--- src/rtl/tx_port_arbiter_pkg.sv ---
// Shared definitions for the PHY-TX port arbiter: per-port state encoding
// and parameter defaults.
package tx_port_arbiter_pkg;

    typedef enum logic [1:0] {
        IDLE = 2'd0,
        OWN0 = 2'd1,
        OWN1 = 2'd2
    } arb_state_e;

    localparam int PORTS_DEFAULT        = 4;
    localparam int DWIDTH_DEFAULT       = 8;
    localparam int STARVE_LIMIT_DEFAULT = 4;

endpackage

--- src/rtl/tx_port_arb_cell.sv ---
// One port of the TX arbiter: ownership FSM between SOC (0) and SWITCH (1),
// anti-starvation counter, frame tracking with sticky release errors, write mux.
module tx_port_arb_cell
    import tx_port_arbiter_pkg::*;
#(
    parameter int DWIDTH       = DWIDTH_DEFAULT,
    parameter int STARVE_LIMIT = STARVE_LIMIT_DEFAULT
) (
    input  logic              clk,
    input  logic              arst_n,
    input  logic              req_0,
    input  logic              req_1,
    input  logic [DWIDTH-1:0] din_0,
    input  logic [DWIDTH-1:0] din_1,
    input  logic              del_0,
    input  logic              del_1,
    input  logic              we_0,
    input  logic              we_1,
    output logic              val_0,
    output logic              val_1,
    output logic              err_0,
    output logic              err_1,
    output logic [DWIDTH-1:0] fifo_din,
    output logic              fifo_we,
    output logic              fifo_del
);

    localparam int SW = $clog2(STARVE_LIMIT + 1);
    localparam logic [SW-1:0] STARVE_MAX = SW'(STARVE_LIMIT);

    arb_state_e    state_r;
    arb_state_e    state_nxt_s;
    logic [SW-1:0] starve_r;
    logic [SW-1:0] starve_nxt_s;
    logic          open_r;
    logic          open_nxt_s;
    logic          open_after_s;
    logic          err_0_r;
    logic          err_0_nxt_s;
    logic          err_1_r;
    logic          err_1_nxt_s;
    logic          val_0_r;
    logic          val_1_r;
    logic          rdy_r;

    // Next-state, starvation and frame/error bookkeeping for this port.
    always_comb begin
        state_nxt_s  = state_r;
        starve_nxt_s = starve_r;
        open_nxt_s   = open_r;
        open_after_s = open_r;
        err_0_nxt_s  = err_0_r;
        err_1_nxt_s  = err_1_r;
        case (state_r)
            IDLE: begin
                // No grant on the first edge after reset release.
                if (!rdy_r) begin
                    state_nxt_s = IDLE;
                end else if (req_1 && (!req_0 || (starve_r == STARVE_MAX))) begin
                    state_nxt_s  = OWN1;
                    starve_nxt_s = {SW{1'b0}};
                end else if (req_0) begin
                    state_nxt_s = OWN0;
                    if (req_1 && (starve_r != STARVE_MAX)) begin
                        starve_nxt_s = starve_r + SW'(1);
                    end else begin
                        starve_nxt_s = starve_r;
                    end
                end else begin
                    state_nxt_s = IDLE;
                end
            end
            OWN0: begin
                open_after_s = we_0 ? !del_0 : open_r;
                if (req_0) begin
                    state_nxt_s = OWN0;
                    open_nxt_s  = open_after_s;
                end else begin
                    state_nxt_s = IDLE;
                    open_nxt_s  = 1'b0;
                    err_0_nxt_s = err_0_r | open_after_s;
                end
            end
            OWN1: begin
                open_after_s = we_1 ? !del_1 : open_r;
                if (req_1) begin
                    state_nxt_s = OWN1;
                    open_nxt_s  = open_after_s;
                end else begin
                    state_nxt_s = IDLE;
                    open_nxt_s  = 1'b0;
                    err_1_nxt_s = err_1_r | open_after_s;
                end
            end
            default: begin
                state_nxt_s = IDLE;
                open_nxt_s  = 1'b0;
            end
        endcase
    end

    // State, counter, flags and registered grants.
    always_ff @(posedge clk or negedge arst_n) begin
        if (!arst_n) begin
            state_r  <= IDLE;
            starve_r <= {SW{1'b0}};
            open_r   <= 1'b0;
            err_0_r  <= 1'b0;
            err_1_r  <= 1'b0;
            val_0_r  <= 1'b0;
            val_1_r  <= 1'b0;
            rdy_r    <= 1'b0;
        end else begin
            state_r  <= state_nxt_s;
            starve_r <= starve_nxt_s;
            open_r   <= open_nxt_s;
            err_0_r  <= err_0_nxt_s;
            err_1_r  <= err_1_nxt_s;
            val_0_r  <= (state_nxt_s == OWN0);
            val_1_r  <= (state_nxt_s == OWN1);
            rdy_r    <= 1'b1;
        end
    end

    // Write mux from the registered owner; non-owner writes never reach the FIFO.
    always_comb begin
        fifo_din = {DWIDTH{1'b0}};
        fifo_we  = 1'b0;
        fifo_del = 1'b0;
        case (state_r)
            OWN0: begin
                fifo_din = din_0;
                fifo_we  = we_0;
                fifo_del = del_0 & we_0;
            end
            OWN1: begin
                fifo_din = din_1;
                fifo_we  = we_1;
                fifo_del = del_1 & we_1;
            end
            default: begin
                fifo_din = {DWIDTH{1'b0}};
                fifo_we  = 1'b0;
                fifo_del = 1'b0;
            end
        endcase
    end

    assign val_0 = val_0_r;
    assign val_1 = val_1_r;
    assign err_0 = err_0_r;
    assign err_1 = err_1_r;

endmodule

--- src/rtl/tx_port_arbiter.sv ---
// Arbitrates SOC and SWITCH access to PORTS PHY-TX FIFOs; each port is an
// independent tx_port_arb_cell.
module tx_port_arbiter
    import tx_port_arbiter_pkg::*;
#(
    parameter int PORTS        = PORTS_DEFAULT,
    parameter int DWIDTH       = DWIDTH_DEFAULT,
    parameter int STARVE_LIMIT = STARVE_LIMIT_DEFAULT
) (
    input  logic                    clk,
    input  logic                    arst_n,
    input  logic [PORTS-1:0]        req_0,
    input  logic [PORTS-1:0]        req_1,
    output logic [PORTS-1:0]        val_0,
    output logic [PORTS-1:0]        val_1,
    input  logic [DWIDTH-1:0]       din_0,
    input  logic [DWIDTH-1:0]       din_1,
    input  logic                    del_0,
    input  logic                    del_1,
    input  logic [PORTS-1:0]        we_0,
    input  logic [PORTS-1:0]        we_1,
    output logic [PORTS*DWIDTH-1:0] fifo_din,
    output logic [PORTS-1:0]        fifo_we,
    output logic [PORTS-1:0]        fifo_del,
    output logic [PORTS-1:0]        err_0,
    output logic [PORTS-1:0]        err_1
);

    for (genvar p = 0; p < PORTS; p++) begin : g_port
        tx_port_arb_cell #(
            .DWIDTH       (DWIDTH),
            .STARVE_LIMIT (STARVE_LIMIT)
        ) u_cell (
            .clk      (clk),
            .arst_n   (arst_n),
            .req_0    (req_0[p]),
            .req_1    (req_1[p]),
            .din_0    (din_0),
            .din_1    (din_1),
            .del_0    (del_0),
            .del_1    (del_1),
            .we_0     (we_0[p]),
            .we_1     (we_1[p]),
            .val_0    (val_0[p]),
            .val_1    (val_1[p]),
            .err_0    (err_0[p]),
            .err_1    (err_1[p]),
            .fifo_din (fifo_din[p*DWIDTH +: DWIDTH]),
            .fifo_we  (fifo_we[p]),
            .fifo_del (fifo_del[p])
        );
    end

endmodule

--- config.mk ---
export PLATFORM = sky130hd
export DESIGN_NAME = tx_port_arbiter
export DESIGN_NICKNAME = d
export VERILOG_FILES = /design/src/rtl/tx_port_arbiter_pkg.sv /design/src/rtl/tx_port_arb_cell.sv /design/src/rtl/tx_port_arbiter.sv
export SDC_FILE = /design/constraint.sdc
export NUM_CORES = 1
export LEC_CHECK = 0
export BUFFER_PORTS_ARGS = -buffer_cell sky130_fd_sc_hd__buf_2
export CELL_PAD_IN_SITES_DETAIL_PLACEMENT = 1
export CELL_PAD_IN_SITES_GLOBAL_PLACEMENT = 1
export CORE_MARGIN = 1
export CORE_UTILIZATION = 35
export CTS_CLUSTER_DIAMETER = 120
export DETAILED_ROUTE_END_ITERATION = 7
export GPL_TIMING_DRIVEN = 0
export PLACE_DENSITY = 0.74
export SYNTH_ARGS = -nofsm -noshare
export SYNTH_HDL_FRONTEND = slang
export SYNTH_SLANG_ARGS = --single-unit
--- constraint.sdc ---
create_clock -name clk -period 1.43 [get_ports clk]
set_clock_uncertainty 0.1 [all_clocks]
set_input_delay 0.0715 -clock clk [delete_from_list [all_inputs] [get_ports clk]]
set_output_delay 0.0715 -clock clk [all_outputs]
set_load 0.1 [all_outputs]
==> results summary <==
By count the netlist is led by sky130_fd_sc_hd__nor2b_1 (66), sky130_fd_sc_hd__dfrtp_1 (41), sky130_fd_sc_hd__a22oi_1 (38). The floorplan step defined a die boundary enclosing 9279 um^2. The multi-input combinational cells in the finished layout cover a total of 2855 um^2. The cell count of the worst hold path came out at 3.

The synthesized design spends more area on one cell type than any other, namely sky130_fd_sc_hd__dfrtp_1. After detailed routing, the number of vias per cell comes to 6.038. The register bit total from synthesis is 41.

The number of distinct library cells after synthesis came out at 38. The number of fill cells in the layout came out at 832. In this run the tool buffered the top-level ports with 91 buffer cells.

The die height is 96.33 um. The worst setup slack for register-to-register paths is -0.51 ns. For the worst flop-to-flop path, the logic depth is 7. The design draws 0.008782 W. In the post-synthesis netlist, the biggest area contributors are sky130_fd_sc_hd__dfrtp_1 (33%), sky130_fd_sc_hd__nor2b_1 (13%), sky130_fd_sc_hd__ha_1 (9.6%). The maximum vdd ir drop came out at 1.082 mV. The final net count is 560. The total number of yosys warnings is 0. The tool flagged a number of max-cap violations equal to 0.

After detailed routing, the number of remaining DRC violations is 0. The number of top-level pins came out at 92. The count of endpoints failing hold in the final timing report was 0. The path with the worst hold slack has its endpoint at g_port[0].u_cell.open_r. The number of antenna violations at the first check in global routing came out at 0. The launch instance of the worst min-delay path is req_1[0].

The aggregate routed wire length is 18.58 mm. Synthesis produced a netlist with a net count of 403. The first-pass iteration count of the detailed router came out at 4. Row generation in the floorplan step produced 34 rows. The wire length of the first global-routing pass is 21.10 mm.

The number of cells in the design after placement is 542. The total half-perimeter wirelength after legalization and detailed placement is 7.458 mm. The portion of the post-synthesis area used by sequential elements came out at 32.94%. The post-route minimum period is 1.953 ns.

The number of sinks handled by clock tree synthesis came out at 41. The number of diodes added for antenna fixing came out at 0. The count of final setup violators came out at 68.

The worst setup path is captured at an output port. The die extent in x is 96.33 um. The signed area change from the synthesized netlist to the final layout came out at 101.8%. The flow ran to the end, but the final reports show violations. The cell area after synthesis is 3114 um^2. For the worst-skew pair, the clock arrives at the later sink with an insertion delay of 0.31 ns. The slew at the pin closest to its max-slew limit came out at 1.061 ns.

The final reports fail on negative setup slack. The total leakage power is 2.566 nW. In the post-route analysis, the smallest setup slack over all paths is -0.5233 ns. The maximum level of the CTS H-tree came out at 2. The data arrival time of the worst path is 1.78 ns. At the placement stage, the worst setup path has a slack of -0.4971 ns. The portion of the clock cycle consumed by the worst path in the final layout came out at 136.6%. The per-instance average area after synthesis is 9.079 um^2. Entering global routing, the biggest net connects 42 pins. The first-iteration detailed-routing DRC count is 184. In the global route stage, overall resource usage came out at 31.49%.

Once detail routing completed, the nets flagged for antenna violations numbered 0. Synthesis produced 343 cells. The count of vias placed by the detailed router is 3677. The tightest hold margin came out at 0.04959 ns. The number of buffers created by CTS came out at 5.

At the end of routability-driven placement, the weighted congestion stood at 0.7663. The critical path is of the reg2out type. The floorplan step defined a core boundary enclosing 8678 um^2. The average wire per cell in the routed design is 30.51 um.

The share of synthesized registers carrying an async set or reset came out at 100.0%. CTS placed an instance of sky130_fd_sc_hd__clkbuf_8 at the clock tree root. In this run the critical register-to-register path is captured at g_port[1].u_cell.val_1. Setup repair after global routing could not meet its margin everywhere.

The final max-slew violation count came out at 0. The leftover overflow at the end of global routing is 0. The number of global-route vias before repair was 3714. The classification of the worst-slack hold path is in2reg. The area fraction of the dominant cell type after synthesis came out at 32.94%. Summing all flip-flop and latch instances after layout gives 1026 um^2.

The maximum buffer depth of the clock tree is 2. The number of flops mapped to enable cells by yosys came out at 0. TritonCTS built the clock tree.

The peak clock frequency supported by timing came out at 511.9 MHz. The primary flip-flop cell chosen by synthesis mapping is sky130_fd_sc_hd__dfrtp_1. The critical register-to-register path startpoint is g_port[1].u_cell.state_r[0]. sky130_fd_sc_hd__nor2b_1 is the most common cell in the netlist.

The worst-path maximum fanout came out at 9. In this run the tightest slew margin relative to its limit is 29.27%. The power per unit of standard cell area came out at 1398 nW/um^2. The post-CTS clock slew at the launch and capture registers of the worst setup and hold paths came out at 0.09 ns. The worst setup path is launched from a flop. The total negative setup slack is -22.04 ns. The starting density of the core came out at 35.89%. The share of cells above drive strength 1 is 71.26%. The endpoint required time on the critical path is 1.26 ns. The count of placed standard cells in the final layout, fillers left out is 609.
-- sequential cells by signal, indices dropped and copies added, names as in the netlist --
register                count
g_port.u_cell.rdy_r         1
g_port.u_cell.state_r       8
g_port.u_cell.val_0         4
g_port.u_cell.val_1         4
g_port.u_cell.starve_r     12
g_port.u_cell.err_0         4
g_port.u_cell.open_r        4
g_port.u_cell.err_1         4
-- critical path, cell delays in order (launching register included) --
cell and delay [ns]:
sky130_fd_sc_hd__dfrtp_1 0.43, sky130_fd_sc_hd__inv_2 0.13, sky130_fd_sc_hd__ha_4 0.19, sky130_fd_sc_hd__buf_8 0.16, sky130_fd_sc_hd__nand3_2 0.11, sky130_fd_sc_hd__a21boi_4 0.18, sky130_fd_sc_hd__buf_8 0.12, sky130_fd_sc_hd__buf_12 0.16
-- placed cells by master (no fill, tap or decap), drive strengths merged, types with 7 or more instances in the layout --
master	synthesis	routed
dfrtp	41	41
nor2b	66	66
a21oi	8	8
o21ai	9	9
ha	24	24
dlygate4sd3	0	7
nor2	10	10
nand3	13	13
buf	32	175
a22oi	38	38
inv	19	19
a22o	7	7
clkbuf	5	12
nand2	13	13
-- how the worst max path moves through the flow --
stage	from	depth (start not counted)	slack, ns	end
2_1_floorplan	g_port[0].u_cell.state_r[0]	5	-0.17	fifo_din[0]
3_3_place_gp	g_port[3].u_cell.state_r[0]	7	-0.47	fifo_del[3]
3_5_place_dp	g_port[3].u_cell.state_r[0]	7	-0.50	fifo_del[3]
4_1_cts	g_port[0].u_cell.state_r[0]	7	-0.44	fifo_din[7]
5_1_grt	g_port[1].u_cell.state_r[1]	7	-0.58	fifo_del[1]
6_report	g_port[3].u_cell.state_r[0]	7	-0.52	fifo_del[3]
-- through the flow --
stage	instance area, um^2	utilization [%]
5_1_grt	6284	72.40
6_report	6284	72.40
2_1_floorplan	3563	-
4_1_cts	5713	65.83
3_5_place_dp	4154	47.87
3_3_place_gp	4154	47.87
-- per-layer routing --
layer,up-vias,track usage [%],part of all wire [%]
met5,-,0,0
met4,0,16.79,5.9
met3,85,5.608,5.7
met2,207,57.21,53
met1,1876,34.68,36
li1,1509,-,-
-- cell type report --
type	count	share of cell area, %
tap	108	2.151
buffer	33	6.033
multi-input combinational	246	45.44
inverter	19	1.135
sequential	41	16.33
clock buffer	7	1.374
clock inverter	1	0.4779
timing repair buffer	154	27.06
-- cell families after synthesis --
logic type,synth area share (%)
muxes,1.768
adders and majority gates,9.642
other,0.1204
buffers and inverters,10.00
AOI/OAI and AO/OA,23.66
DFF,32.94
and+or+nand+nor,21.86
-- timing repair --
item	4_1_cts	5_1_grt
pin swaps	32	36
endpoints found under the hold margin	56	0
setup endpoints to repair	66	76
gates resized for setup	263	95
setup buffers	27	28
cloned	7	0
hold buffers	7	0
-- power breakdown --
part / total (W) / internal (W) / switching (W)
clock network: 0.00105 / 0.000571 / 0.000478
logic: 0.00602 / 0.00246 / 0.00357
registers: 0.00171 / 0.00143 / 0.000279
(Power assumes the default switching activity.)
